### src/rtl/serial_addsub8_pkg.sv
// Shared definitions for the digit-serial add/sub datapath.
package serial_addsub8_pkg;

  // Width of one processed digit; the slice is always 2 bits wide.
  localparam int DIGIT_W = 2;

  typedef enum logic [1:0] {
    ST_IDLE = 2'd0,
    ST_RUN  = 2'd1,
    ST_DONE = 2'd2
  } state_t;

endpackage

### src/rtl/serial_addsub8_slice.sv
// 2-bit add/sub cell: SUM = A + (B ^ {S,S}) + CIN, with internal carries exposed.
module addsub2_slice (
  input  logic [1:0] A,
  input  logic [1:0] B,
  input  logic       S,
  input  logic       CIN,
  output logic [1:0] SUM,
  output logic       C1,
  output logic       C2
);

  logic [1:0] bx;

  // Ripple the two bits; C1 is kept visible so the caller can form signed overflow.
  always_comb begin
    bx     = B ^ {S, S};
    SUM    = 2'b00;
    C1     = 1'b0;
    C2     = 1'b0;
    {C1, SUM[0]} = {1'b0, A[0]} + {1'b0, bx[0]} + {1'b0, CIN};
    {C2, SUM[1]} = {1'b0, A[1]} + {1'b0, bx[1]} + {1'b0, C1};
  end

endmodule

### src/rtl/serial_addsub8.sv
// Digit-serial two's-complement adder/subtractor built around one addsub2_slice.
//
//   state   | meaning
//   --------+-----------------------------------------------------------
//   ST_IDLE | waiting for START; operands latched on acceptance
//   ST_RUN  | one digit per cycle through the slice, LSB digit first
//   ST_DONE | one-cycle completion pulse, results already registered
module serial_addsub8
  import serial_addsub8_pkg::*;
#(
  parameter int WIDTH = 8
) (
  input  logic             CLK,
  input  logic             RST,
  input  logic             START,
  input  logic [WIDTH-1:0] A,
  input  logic [WIDTH-1:0] B,
  input  logic             S,
  output logic             BUSY,
  output logic             DONE,
  output logic [WIDTH-1:0] Y,
  output logic             COUT,
  output logic             OVF
);

  localparam int NDIG  = WIDTH / DIGIT_W;
  // A single-digit configuration still needs a 1-bit counter to stay legal.
  localparam int CNT_W = (NDIG > 1) ? $clog2(NDIG) : 1;
  localparam logic [CNT_W-1:0] LAST = CNT_W'(NDIG - 1);

  state_t             state, state_nxt;
  logic [CNT_W-1:0]   cnt;
  logic [WIDTH-1:0]   a_sh, b_sh, res;
  logic               sub, carry;
  logic [1:0]         sum;
  logic               c1, c2;
  logic               last_digit;
  logic [WIDTH+1:0]   res_cat;
  logic [WIDTH-1:0]   res_nxt;

  addsub2_slice u_slice (
    .A   (a_sh[1:0]),
    .B   (b_sh[1:0]),
    .S   (sub),
    .CIN (carry),
    .SUM (sum),
    .C1  (c1),
    .C2  (c2)
  );

  // New digit enters at the top; after NDIG shifts digit 0 sits at the bottom.
  always_comb begin
    res_cat    = {sum, res};
    res_nxt    = res_cat[WIDTH+1:2];
    last_digit = (state == ST_RUN) && (cnt == LAST);
  end

  // State register.
  always_ff @(posedge CLK) begin
    if (RST) state <= ST_IDLE;
    else     state <= state_nxt;
  end

  // Next-state logic; DONE always falls back to IDLE without looking at START.
  always_comb begin
    state_nxt = state;
    case (state)
      ST_IDLE: if (START)      state_nxt = ST_RUN;
      ST_RUN:  if (last_digit) state_nxt = ST_DONE;
      ST_DONE:                 state_nxt = ST_IDLE;
      default:                 state_nxt = ST_IDLE;
    endcase
  end

  // Operand shifting, digit counting, carry chaining and result capture.
  always_ff @(posedge CLK) begin
    if (RST) begin
      cnt   <= '0;
      a_sh  <= '0;
      b_sh  <= '0;
      sub   <= 1'b0;
      carry <= 1'b0;
      res   <= '0;
      Y     <= '0;
      COUT  <= 1'b0;
      OVF   <= 1'b0;
    end else begin
      case (state)
        ST_IDLE: begin
          cnt <= '0;
          if (START) begin
            a_sh  <= A;
            b_sh  <= B;
            sub   <= S;
            // Subtract needs the +1 of two's complement; it rides in as carry-in.
            carry <= S;
          end
        end
        ST_RUN: begin
          a_sh  <= a_sh >> DIGIT_W;
          b_sh  <= b_sh >> DIGIT_W;
          res   <= res_nxt;
          carry <= c2;
          if (last_digit) begin
            cnt  <= '0;
            Y    <= res_nxt;
            COUT <= c2;
            OVF  <= c1 ^ c2;
          end else begin
            cnt <= cnt + CNT_W'(1);
          end
        end
        default: cnt <= '0;
      endcase
    end
  end

  // Both flags decode the registered state only, so no input reaches an output combinationally.
  always_comb begin
    BUSY = (state == ST_RUN);
    DONE = (state == ST_DONE);
  end

endmodule

### config.mk
export PLATFORM = sky130hd
export DESIGN_NAME = serial_addsub8
export DESIGN_NICKNAME = d
export VERILOG_FILES = /design/src/rtl/serial_addsub8_pkg.sv /design/src/rtl/serial_addsub8_slice.sv /design/src/rtl/serial_addsub8.sv
export SDC_FILE = /design/constraint.sdc
export NUM_CORES = 1
export LEC_CHECK = 0
export CORE_MARGIN = 10
export CORE_UTILIZATION = 40
export CTS_CLUSTER_DIAMETER = 80
export CTS_CLUSTER_SIZE = 8
export DETAILED_ROUTE_END_ITERATION = 8
export PLACE_DENSITY_LB_ADDON = 0.15
export SYNTH_ARGS = -nofsm -noshare
export SYNTH_HDL_FRONTEND = slang
export SYNTH_HIERARCHICAL = 1
export SYNTH_SLANG_ARGS = --single-unit
export TNS_END_PERCENT = 20
### constraint.sdc
create_clock -name CLK -period 1.84 [get_ports CLK]
set_clock_uncertainty 0.05 [all_clocks]
set_input_delay 0.368 -clock CLK [delete_from_list [all_inputs] [get_ports CLK]]
set_output_delay 0.368 -clock CLK [all_outputs]
set_load 0.01 [all_outputs]
# Word level (Yosys, flattened, before mapping)
# Cells that the tools add are included.
# totals
ff_bits	40
out_inout_bits	12
# op_classes
eq_ne	5
bitwise	3
n_reduce_logical	8
n_addsub	5
mux	9
# ops
operator	n
8-bit case mux with 2 select lines	2
8-bit two-way mux	2
2-bit AND reduction	4
1-bit by 1-bit adder with 2-bit output	2
2-bit by 1-bit adder with 2-bit output	2
2-bit equality test, second input constant	2
2-bit two-way mux	2
2-bit case mux with 2 select lines	1
3-bit OR reduction	1
2-bit by 1-bit adder with 2-bit output, second input constant	1
2-bit by 1-bit equality test with 1-bit output, second input constant	1
2-bit zero test	1
2-bit by 1-bit inequality test with 1-bit output, second input constant	1
2-bit inequality test, second input constant	1
1-bit case mux with 2 select lines	1
2-bit nonzero test	1
2-bit XOR	1
1-bit logical AND	1
1-bit two-way mux	1
1-bit inverter	1
1-bit XOR	1

# Depth between registers and ports, before layout
# logic_depth
word_depth	5
depth_mapped	5
mapped_depth_nobuf	5

# Cells and area by module
# Netlist, hierarchy kept.
# modules_own_cells
mod	instances	area_each_um2	cells_each	seq_area_each_um2
serial_addsub8	1	1581.5	165	760.7
addsub2_slice	1	57.6	4	0.0

# Worst setup path after synthesis
# Ideal clock, no wire load.
# synth_path
kind	register -> register
start	reg sub
end	reg OVF
path_buffers	0
setup_ns	0.086
t_arrival_ns	1.680
path_stages_with_launch	6
slack_ns	0.023
required_ns	1.704
path_cell_list	dfxtp_1 xor2_1 fa_1 fa_1 xnor2_1 a211oi_1
# synth_between
elab_chain_cells	5
# synth_lines
item	line_no	rtl
from (decl)	serial_addsub8.sv:34	logic sub, carry;
from (signal assigned)	serial_addsub8.sv:81	sub <= 1'b0;
from (signal assigned)	serial_addsub8.sv:94	sub <= S;
2-bit XOR	serial_addsub8_slice.sv:16	bx = B ^ {S, S};
1-bit by 1-bit adder with 2-bit output	serial_addsub8_slice.sv:20	{C1, SUM[0]} = {1'b0, A[0]} + {1'b0, bx[0]} + {1'b0, CIN};
2-bit by 1-bit adder with 2-bit output	serial_addsub8_slice.sv:20	
named net c1	serial_addsub8.sv:36	logic c1, c2;
2-bit by 1-bit adder with 2-bit output	serial_addsub8_slice.sv:21	{C2, SUM[1]} = {1'b0, A[1]} + {1'b0, bx[1]} + {1'b0, C1};
named net c2	serial_addsub8.sv:36	
1-bit XOR	serial_addsub8.sv:108	OVF <= c1 ^ c2;
to (signal assigned)	serial_addsub8.sv:108	
to (decl)	serial_addsub8.sv:23	output logic OVF
# The timed path passes the listed nets, and every way through them passes these cells.
# A chain may end at the register's enable or synchronous reset.

# Worst setup path after layout
# Ends and elaborated chain as after synthesis.

==> results.md <==
- Status: finished, final reports clean
- Syn. warnings: 6
- Mapped Area: 1640 um^2
- CTS sink count: 38
- Final Hold Viols: 0
- Total gr overflow: 0
- Number of port buffers: 31
- H-tree Lvls: 2
- Combinational share of power: 0.131
- Sequential Power Share: 0.442
- Relative slew margins: 0.744
- Drt pass-1 iters: 4
- Synth Instances: around 170
- Die footprint: 7060 um^2
- Most frequent cells in the layout: dfxtp_1 (37), nand2_1 (36), clkdlybuf4s50_1 (29), a21oi_1 (21), nor2_1 (14)
- Area post-placement: 2000 um^2
- Global-route wire length before repair: between 5 and 6 mm
- Initial Util: 0.413
- Core Footprint: just under 4000 um^2
- Buf+Inv Stages, Crit Path: 0
- Via Count: 1228
- WS Path Type: flop to flop
- TritonCTS clock tree: built
- Period utilization: 0.960
- Fmax: roughly 0.57 GHz
- Die H: between 80 and 90 um
- CTS Buf Count: 5
- Largest net degree at the start of global routing: 28
- Layout Nets: 225
- CP max stage cell: fa_2
- Req. time, crit path: ~2.0 ns
- Slew Viols, Final: 0
- Hold Buf Count CTS: 0
- Worst setup margin: 0.0732 ns
- Final HPWL DP: roughly 2.5 mm
- Switch share: 0.220
- CP Launch Type: flop
- Clk pwr share: 0.427
- Antenna diodes: 0
- Clock Tree Root: clkbuf_8
- Internal Power: ~1.6 mW
- Finish-stage setup viols: 0
- Die W: approximately 84 um
- RSZ-0062 raised after global routing: true
- Crit-path max FO: 3
- Vias per inst: 4.85
- GRT Total Usage: 0.0941
- DRC Markers: 0
- VDD IR-drop max: between 0.6 and 0.7 mV
- Largest delay share family, worst path: adder cells
- Crit-path max cell delay: ~0.40 ns
- Asr flop ratio synth: 0
- Clk_lat worst skew: between 0.2 and 0.3 ns
- EDFF count, synth: 0
- Pre-CTS setup slack: -0.0488 ns
- IO Pins: 32
- Min-Delay Path Class: flop to flop
- Routability Congestion: between 0.7 and 0.8
- Cell mode on critical path: fa_2
- Worst Tran Pin Value: 0.383 ns
- Tmin final: roughly 1.8 ns
- Antenna Nets Post-Route: 0
- Vias in the first global route: approximately 1200
- Crit path capture type: flop
- Net Count, Synth: about 190
- Switching pwr: around 450 uW
- Share of cells above drive strength 1: 0.187
- FP Rows: 23
- Drt first-iter violations: 26
- Sequential area share after synthesis: 0.464
- PwrDens: approximately 940 nW/um^2
- Initial antenna violation count: 0
- Max-cap violations: 0
- Commonest non-fill, non-tap cell in the layout: dfxtp_1
- Leakage: 0.810 nW
- #FFs+latches synth: 38
- Clk buf depth: 2
- Critical path arrival: 1.92 ns
- Yosys cell types: 29
- Top FF cell, synth: dfxtp_1
- DR WL/cell: around 13 um
- Clock-pin slew on the worst setup and hold paths: roughly 0.08 ns
- Routed wire length: 3.25 mm
- Synth-to-Final Area Change: 31.1%
- Post-Syn Area per Cell: 9.70 um^2
- Post-route cell area: 2150 um^2
- Critical path, cell by cell: xor2_1 -> fa_2 -> fa_2 -> xnor2_1 -> a211oi_1
-- layer usage --
layer	track usage	vias up	routed length (um)
met2	0.160	25	1630
met1	0.101	564	1370
met4	0.0274	0	19
li1	-	637	-
met3	0.0449	2	222
met5	0	-	0
-- stage by stage --
stage | utilization | setup TNS [ns] | power (mW) | hold slack (ns) | instances
2_1_floorplan | - | 0 | 1.10 | 0.358 | 169
3_3_place_gp | 0.503 | 0 | 1.17 | 0.367 | 245
3_5_place_dp | 0.503 | -0.0488 | 1.18 | 0.375 | 245
4_1_cts | 0.539 | 0 | 2.05 | 0.385 | 253
5_1_grt | 0.541 | -0.0169 | 2.11 | 0.393 | 253
6_report | 0.541 | 0 | 2.02 | 0.379 | 253
-- power by group through the flow --
stage	clock [mW]	combinational, mW	sequential, mW
2_1_floorplan	0	0.191	0.906
3_3_place_gp	0	0.260	0.911
3_5_place_dp	0	0.265	0.913
4_1_cts	0.885	0.268	0.894
5_1_grt	0.917	0.296	0.899
6_report	0.864	0.266	0.894
-- logic make-up after synthesis --
logic type / after synthesis / share of synthesized area
AOI/OAI and AO/OA: 38 / 0.186
adders and majority gates: 3 / 0.0321
buffers and inverters: 12 / 0.0481
xor gates and xnor gates: 3 / 0.0160
muxes: 12 / 0.0733
DFF: 38 / 0.464
and+or+nand+nor: 63 / 0.181
-- final timing paths --
kind	start	endpoint	slack (ns)	depth (start not counted)
setup / recovery	sub	OVF	0.07	5
hold / removal	cnt[0]	cnt[0]	0.38	1
setup reg to reg	sub	OVF	0.07	5
hold reg to reg	cnt[0]	cnt[0]	0.38	1
-- cells in the mapped netlist, drive strengths merged, types with 2 or more instances --
master	count	share of area
a211oi	13	0.096
nor3b	2	0.012
nand2b	2	0.0076
xor2	2	0.011
buf	8	0.038
a21oi	22	0.069
nand3	4	0.024
dfxtp	38	0.46
nor2	14	0.032
mux2i	12	0.073
nand2	36	0.082
fa	2	0.024
clkbuf	3	0.0069
-- final cells by class --
class                      count  area [um^2]
fill                         362         1820
multi-input combinational    119          805
sequential                    38          762
timing repair buffer          37          373
clock buffer                   6         82.6
tap                           50         62.6
clock inverter                 2         60.1
inverter                       1         5.00
-- sequential cells by signal, indices dropped and copies added (netlist names) --
name and flops:
COUT 1, OVF 1, Y 8, a_sh 8, b_sh 8, carry 1
cnt 2, res 6, state 2, sub 1
-- timing repair --
| action | 4_1_cts | 5_1_grt |
|---|---|---|
| setup endpoints to repair | 3 | 5 |
| buffers inserted | 0 | 0 |
| resized for setup | 2 | 3 |
Note: power is estimated with default switching activity, not from simulation.
